<file path="src/rtl/mem_seq_ctrl.sv">
// Data-memory load/store sequencer and register-file C-bus write arbiter.
// Latency: load MEM_LAT+2 cycles to done, store MEM_LAT+1; writeback pass-through is zero-latency.
// Backpressure: requests are accepted only in IDLE; conflicting writebacks are held off via wb_stall.
module mem_seq_ctrl #(
    parameter int unsigned MEM_LAT = 2     // legal range 1..15
) (
    input  logic       clk,
    input  logic       RST,
    input  logic       ld_req,
    input  logic       st_req,
    input  logic       wb_en,
    input  logic [3:0] wb_sel,
    output logic       busy,
    output logic       done,
    output logic       wb_stall,
    output logic       C_EN,
    output logic [3:0] C_SEL,
    output logic [1:0] MEM_READ,
    output logic       dm_re,
    output logic       dm_we
);

    typedef enum logic [2:0] {
        IDLE     = 3'd0,
        RD_WAIT  = 3'd1,
        RD_LATCH = 3'd2,
        WR_WAIT  = 3'd3,
        DONE     = 3'd4
    } state_t;

    // Counter reload: the wait state lasts cnt+1 cycles, so start at MEM_LAT-1.
    localparam logic [3:0] CNT_INIT = 4'(MEM_LAT - 1);

    state_t     state;
    state_t     state_nxt;
    logic [3:0] cnt;
    logic [3:0] cnt_nxt;

    // State and latency counter registers; reset aborts any transfer in flight.
    always_ff @(posedge clk) begin
        if (RST) begin
            state <= IDLE;
            cnt   <= 4'd0;
        end else begin
            state <= state_nxt;
            cnt   <= cnt_nxt;
        end
    end

    // Next-state logic; memory-side outputs are decoded from the registered state only.
    always_comb begin
        state_nxt = state;
        cnt_nxt   = cnt;
        busy      = 1'b0;
        done      = 1'b0;
        dm_re     = 1'b0;
        dm_we     = 1'b0;
        MEM_READ  = 2'b00;
        case (state)
            IDLE: begin
                // Load has priority; a simultaneous store is dropped.
                if (ld_req) begin
                    state_nxt = RD_WAIT;
                    cnt_nxt   = CNT_INIT;
                end else if (st_req) begin
                    state_nxt = WR_WAIT;
                    cnt_nxt   = CNT_INIT;
                end
            end
            RD_WAIT: begin
                busy  = 1'b1;
                dm_re = 1'b1;
                if (cnt == 4'd0) begin
                    state_nxt = RD_LATCH;
                end else begin
                    cnt_nxt = cnt - 4'd1;
                end
            end
            RD_LATCH: begin
                busy      = 1'b1;
                MEM_READ  = 2'b11;
                state_nxt = DONE;
            end
            WR_WAIT: begin
                busy  = 1'b1;
                dm_we = 1'b1;
                if (cnt == 4'd0) begin
                    state_nxt = DONE;
                end else begin
                    cnt_nxt = cnt - 4'd1;
                end
            end
            DONE: begin
                done      = 1'b1;
                state_nxt = IDLE;
            end
            default: begin
                state_nxt = IDLE;
            end
        endcase
    end

    // C-bus arbitration: the DMDR capture cycle owns the port, and DMAR/DMDR are
    // write-protected for the whole transfer so address and data stay stable.
    always_comb begin
        wb_stall = wb_en & ~RST & ((state == RD_LATCH) | (busy & (wb_sel <= 4'd1)));
        C_EN     = wb_en & ~wb_stall & ~RST & (wb_sel <= 4'd13);
        C_SEL    = wb_sel;
    end

endmodule

</file>
<file path="config.mk">
export PLATFORM = sky130hd
export DESIGN_NAME = mem_seq_ctrl
export DESIGN_NICKNAME = d
export VERILOG_FILES = /design/src/rtl/mem_seq_ctrl.sv
export SDC_FILE = /design/constraint.sdc
export NUM_CORES = 1
export LEC_CHECK = 0
export CORE_AREA = 2 2 39 41
export DETAILED_ROUTE_END_ITERATION = 10
export DIE_AREA = 0 0 41 43
export PLACE_DENSITY_LB_ADDON = 0.25
export RECOVER_POWER = 25
export SYNTH_ARGS = -nofsm -noshare
export SYNTH_HDL_FRONTEND = slang
export SYNTH_SLANG_ARGS = --single-unit
</file>
<file path="constraint.sdc">
create_clock -name clk -period 2.1 [get_ports clk]
set_input_delay 0.315 -clock clk [delete_from_list [all_inputs] [get_ports clk]]
set_output_delay 0.315 -clock clk [all_outputs]
set_load 0.01 [all_outputs]
</file>
* Word level (Yosys, flattened, before mapping)
Cells that the tools add are included.
Storage, ports and cells: bits in registers 7, output and inout bits 12, word-level logic and storage cells 43, bits of input ports 9
Operators by class: bitwise logic cells 9, multiplexer cells 14, magnitude comparators 2, reduce and logical (&&, ||, !) cells 7, equal/unequal tests 8, $add $sub $neg 1
Operators with widths (count):
- $mux W3 | 4
- $mux W4 | 3
- $pmux W3 S4 | 1
- $pmux W4 S2 | 1
- $and A1 B1 Y1 | 6
- $eq A3 B2 Y1 const B | 2
- $ne A2 B2 Y1 const B | 3
- $reduce_and A3 Y1 | 2
- $le A4 B1 Y1 const B | 1
- $le A4 B4 Y1 const B | 1
- $logic_not A4 Y1 | 1
- $mux W1 | 4
- $sub A4 B1 Y4 const B | 1
- $eq A3 B1 Y1 const B | 1
- $eq A3 B3 Y1 const B | 1
- $logic_not A3 Y1 | 1
- $ne A3 B3 Y1 const B | 1
- $reduce_or A3 Y1 | 1
- $mux W2 | 1
- $not A1 Y1 | 2
- $reduce_bool A2 Y1 | 1
- $reduce_or A2 Y1 | 1
- $or A1 B1 Y1 | 1

* Depth between registers and ports, before layout
depth in word-level cells 10, gate-level depth with buffers 6

* Least setup slack after synthesis
OpenSTA, ideal clock, no wires.
kind register -> register, start point reg cnt[0], end point reg cnt[3], stages on the path, launching flop included 7, path buffers 0, period minus slack after synthesis 1.593 ns, required time 2.030 ns, arrival time 1.523 ns, setup slack 0.507 ns, path through dfxtp_1 > inv_1 > ha_1 > and4bb_4 > a211o_1 > or3_1 > a21oi_1
On the way: word-level cells in the longest chain between the ends 3, elaborated cells between the ends (all ways) 6
Ends and longest elaborated chain:
- from (decl) | line 36 | logic [3:0] cnt;
- from (signal assigned) | line 46 | cnt <= cnt_nxt;
- $sub A4 B1 Y4 / $logic_not A4 Y1 (equally long branches)
- $mux W4 / $ne A2 B2 Y1 (equally long branches)
- $pmux W4 S2 / $reduce_and A3 Y1 (equally long branches)
Parallel ways exist; a longest one is shown, timed or not. The select of a mux whose other input is x is not followed. A chain may end at the register's enable or synchronous reset.

* Final worst setup path
start point in wb_sel[3], end point out C_EN
On the way: word-level cells in the longest chain between the ends 8, elaborated cells between the ends (all ways) 9
Ends and longest elaborated chain:
- from (decl) | line 12 | input logic [3:0] wb_sel,
- $le A4 B1 Y1 | line 106 | wb_stall = wb_en & ~RST & ((state == RD_LATCH) | (busy & (wb_sel <= 4'd1)));
- $and A1 B1 Y1 | line 106
- $or A1 B1 Y1 | line 106
- $and A1 B1 Y1 | line 106
- $not A1 Y1 | line 107 | C_EN = wb_en & ~wb_stall & ~RST & (wb_sel <= 4'd13);
- $and A1 B1 Y1 (2 in a row) | line 107
- $and A1 B1 Y1 * | line 107
- to (decl) | line 16 | output logic C_EN,
Mark *: on every way between the ends. The rest lies on a longest branch, timed or not.

==> results.md <==
- Status: completed
- # diodes: 0
- Die area: 1763 µm²
- Multiplexer share of the synthesized area: 0.04199
- DR vias: 515
- # IOs: 21
- Worst R2R Path Depth: 6
- Unrepaired setup endpoints after global routing: false
- Clk_skew: 0.004605 ns
- Distinct cell type count after synthesis: 23
- CP max-delay cell: clkdlybuf4s50_1
- Area Overhead vs Synth: 49.34%
- Crit-path cells: clkdlybuf4s50_1 -> nor4b_1 -> a21oi_1 -> nor2_1 -> a311oi_1 -> dlygate4sd2_1
- Arrival time worst endpoint: 1.63 ns
- Avg Inst Size Synth: 7.689 µm²
- Pwr Density: 1397 nW/µm²
- Post-layout min period: 1.950 ns
- Critical Path End: C_EN
- Die height: 43 µm
- IO buf count: 18
- Global-route wire length before repair: 1918 µm
- Post-DR vias/cell: 5.099
- Final hold vios: 0
- Gpl congestion: 0.7568
- Worst slew margin: 0.7405
- Hpwl dp: 890.5 µm
- Syn Inst Count: 62
- Congestion Overflow GR: 0
- Iter 0 DRT Violations: 13
- Clk Latency, worst-skew pair: 0.26 ns
- Standard-cell rows: 14
- Seq/Total Area, Yosys: 0.2940
- DRC Markers: 0
- Fillers: 138
- Core ar.: 1384 µm²
- Max_cap viols: 0
- Worst path depth: 6
- Total clock sinks: 7
- Wire per inst: 11.60 µm
- Critical R2R Launch: cnt[0]
- CP endpoint kind: output pin
- Critical path buffer and inverter count: 2
- Slew Viols, Final: 0
- Initial Utilization: 0.3445
- Final worst setup slack: 0.1501 ns
- Synth Area in Compound Gates: 0.2283
- Place WS: -0.1556 ns
- Vias in the first global route: 461
- Ys Warns: 0
- Syn_nets: 72
- R2R Setup Slk: 0.38 ns
- Synthesized flop and latch total: 7
- LEAKAGE: 0.0003009 µW
- ANT nets after route: 0
- Worst slew pin tran: 0.3852 ns
- Final setup vio count: 0
- Hold_buf cts: 0
- CTS Buffer Depth: 2
- Final net count: 96
- CP Launch Point: wb_sel[3]
- Synth Area in XOR/XNOR: 0
- CTS Root Buffer Type: clkbuf_4
- Reg-to-Reg End: cnt[3]
- Num CTS Buffers: 3
- Share of layout cells above drive strength 1: 0.1412
- 1st-pass router iterations: 4
- # H-tree levels: 1
- Hold WC Path Type: register to register
- Worst setup SP type: input pin
- Post-CTS setup buffers: 0
- CP delay by family, top: buffers and inverters
- Die X: 41 µm
- Largest net degree at the start of global routing: 10
- Largest family of logic cells by synthesized area: simple AND/OR/NAND/NOR gates
- Post-cts repair resize count: 2
- CTS tree: built
- Fmax: 0.5128 GHz
- Crit path max fanout: 2
- Total track usage: 0.1596
- Final Util: 0.5145
- Post-Syn Area: 476.7 µm²
- Routed WL: 1172 µm
- Hold path depth: 2
- Adder-Cell Fraction of Synth Area: 0.02625
- Critical path's largest stage delay: 0.49 ns
- Req. time, crit path: 1.78 ns
- Clock-pin transition on the worst setup and hold timing paths: 0.06 ns
- Largest vdd supply drop: 611.5 µV
- Simple-gate share of the synthesized area: 0.2598
- Worst Setup Path Type: input pin to output pin
- Tcrit/Tclk final: 0.9285
- Initial antenna violation count: 0
[layout make-up]
| class | instances | area, µm² | area share |
|---|---|---|---|
| flip-flops and latches | 7 | 140.1 | 0.1968 |
| inverters | 6 | 22.52 | 0.03163 |
| clock buffers | 4 | 26.28 | 0.03691 |
| repair buffers | 26 | 237.7 | 0.3339 |
| well taps | 16 | 20.02 | 0.02812 |
| multi-input cells | 42 | 265.3 | 0.3726 |
[worst min-delay path: stages (launching register included)]
cell and delay [ns]:
dfxtp_1 0.32, nor2_1 0.10, a211oi_1 0.05
[layer usage]
metal  vias up  GRT usage  part of all wire
li1        261          -                 -
met3         4    0.01571             0.041
met4         0     0.1000             0.022
met2        20     0.2438              0.49
met5         -          0                 0
met1       230     0.2026              0.44
[power breakdown]
| group | internal, µW | total (µW) | leakage (µW) | switching [µW] |
|---|---|---|---|---|
| sequential | 191 | 255 | 0.0000578 | 64.2 |
| combinational | 324 | 609 | 0.000228 | 285 |
| clock | 73.0 | 130 | 0.0000150 | 57.3 |
| total | 588 | 994 | 0.000301 | 407 |
[how the worst min path moves through the flow]
| stage | startpoint | slack (ns) | endpoint |
|---|---|---|---|
| 6_report | cnt[1] | 0.51 | cnt[1] |
| 3_5_place_dp | cnt[1] | 0.50 | cnt[1] |
| 5_1_grt | cnt[3] | 0.54 | cnt[3] |
| 3_3_place_gp | cnt[1] | 0.49 | cnt[1] |
| 4_1_cts | cnt[1] | 0.52 | cnt[1] |
| 2_1_floorplan | RST | 0.39 | state[0] |
[Yosys cell counts]
| library cell | instances | area, µm² |
|---|---|---|
| a2111oi_0 | 1 | 8.760 |
| a211o_1 | 1 | 8.760 |
| a211oi_1 | 4 | 30.03 |
| a21oi_1 | 5 | 25.02 |
| a311oi_1 | 1 | 8.760 |
| and2_1 | 1 | 6.260 |
| and4bb_4 | 1 | 16.27 |
| buf_4 | 6 | 45.04 |
| clkbuf_1 | 1 | 3.750 |
| dfxtp_1 | 7 | 140.1 |
| ha_1 | 1 | 12.51 |
| inv_1 | 6 | 22.52 |
| mux2i_1 | 2 | 20.02 |
| nand2_1 | 1 | 3.750 |
| nand2b_1 | 2 | 12.51 |
| nor2_1 | 9 | 33.78 |
| nor3_1 | 3 | 15.01 |
| nor3b_1 | 1 | 7.510 |
| nor4b_1 | 1 | 8.760 |
| o21ai_0 | 4 | 20.02 |
| o21bai_1 | 1 | 7.510 |
| or2b_1 | 1 | 7.510 |
| or3_1 | 2 | 12.51 |
[cell usage in the layout, fill, tap and decap left out, types with 3 or more instances in the layout]
cell type,netlist,routed
inv_1,6,6
a211oi_1,4,4
clkdlybuf4s50_1,0,16
o21ai_0,4,4
nor2_1,9,9
a21oi_1,5,5
nor3_1,3,3
clkbuf_4,0,3
dfxtp_1,7,7
buf_4,6,8
[kinds of logic (layout without fill, tap and decap cells)]
logic type	after synthesis	in the layout
simple gates	22	22
compound gates	17	17
buf+inv	13	36
flops	7	7
mux	2	2
fa+ha+maj	1	1
[flip-flops by register name (all words and copies together) (netlist names)]
register / count
cnt: 4
state: 3
[metrics by stage]
step	TNS, ns	area, µm²	instances	total power (µW)	hold WS, ns
2_1_floorplan	0	476.7	62	649.2	0.3874
3_3_place_gp	-0.1728	688.2	97	861.7	0.4898
3_5_place_dp	-0.2290	688.2	97	867.8	0.4997
4_1_cts	0	711.9	101	1003	0.5154
5_1_grt	0	711.9	101	1073	0.5404
6_report	0	711.9	101	994.4	0.5142
(Power assumes the default switching activity.)
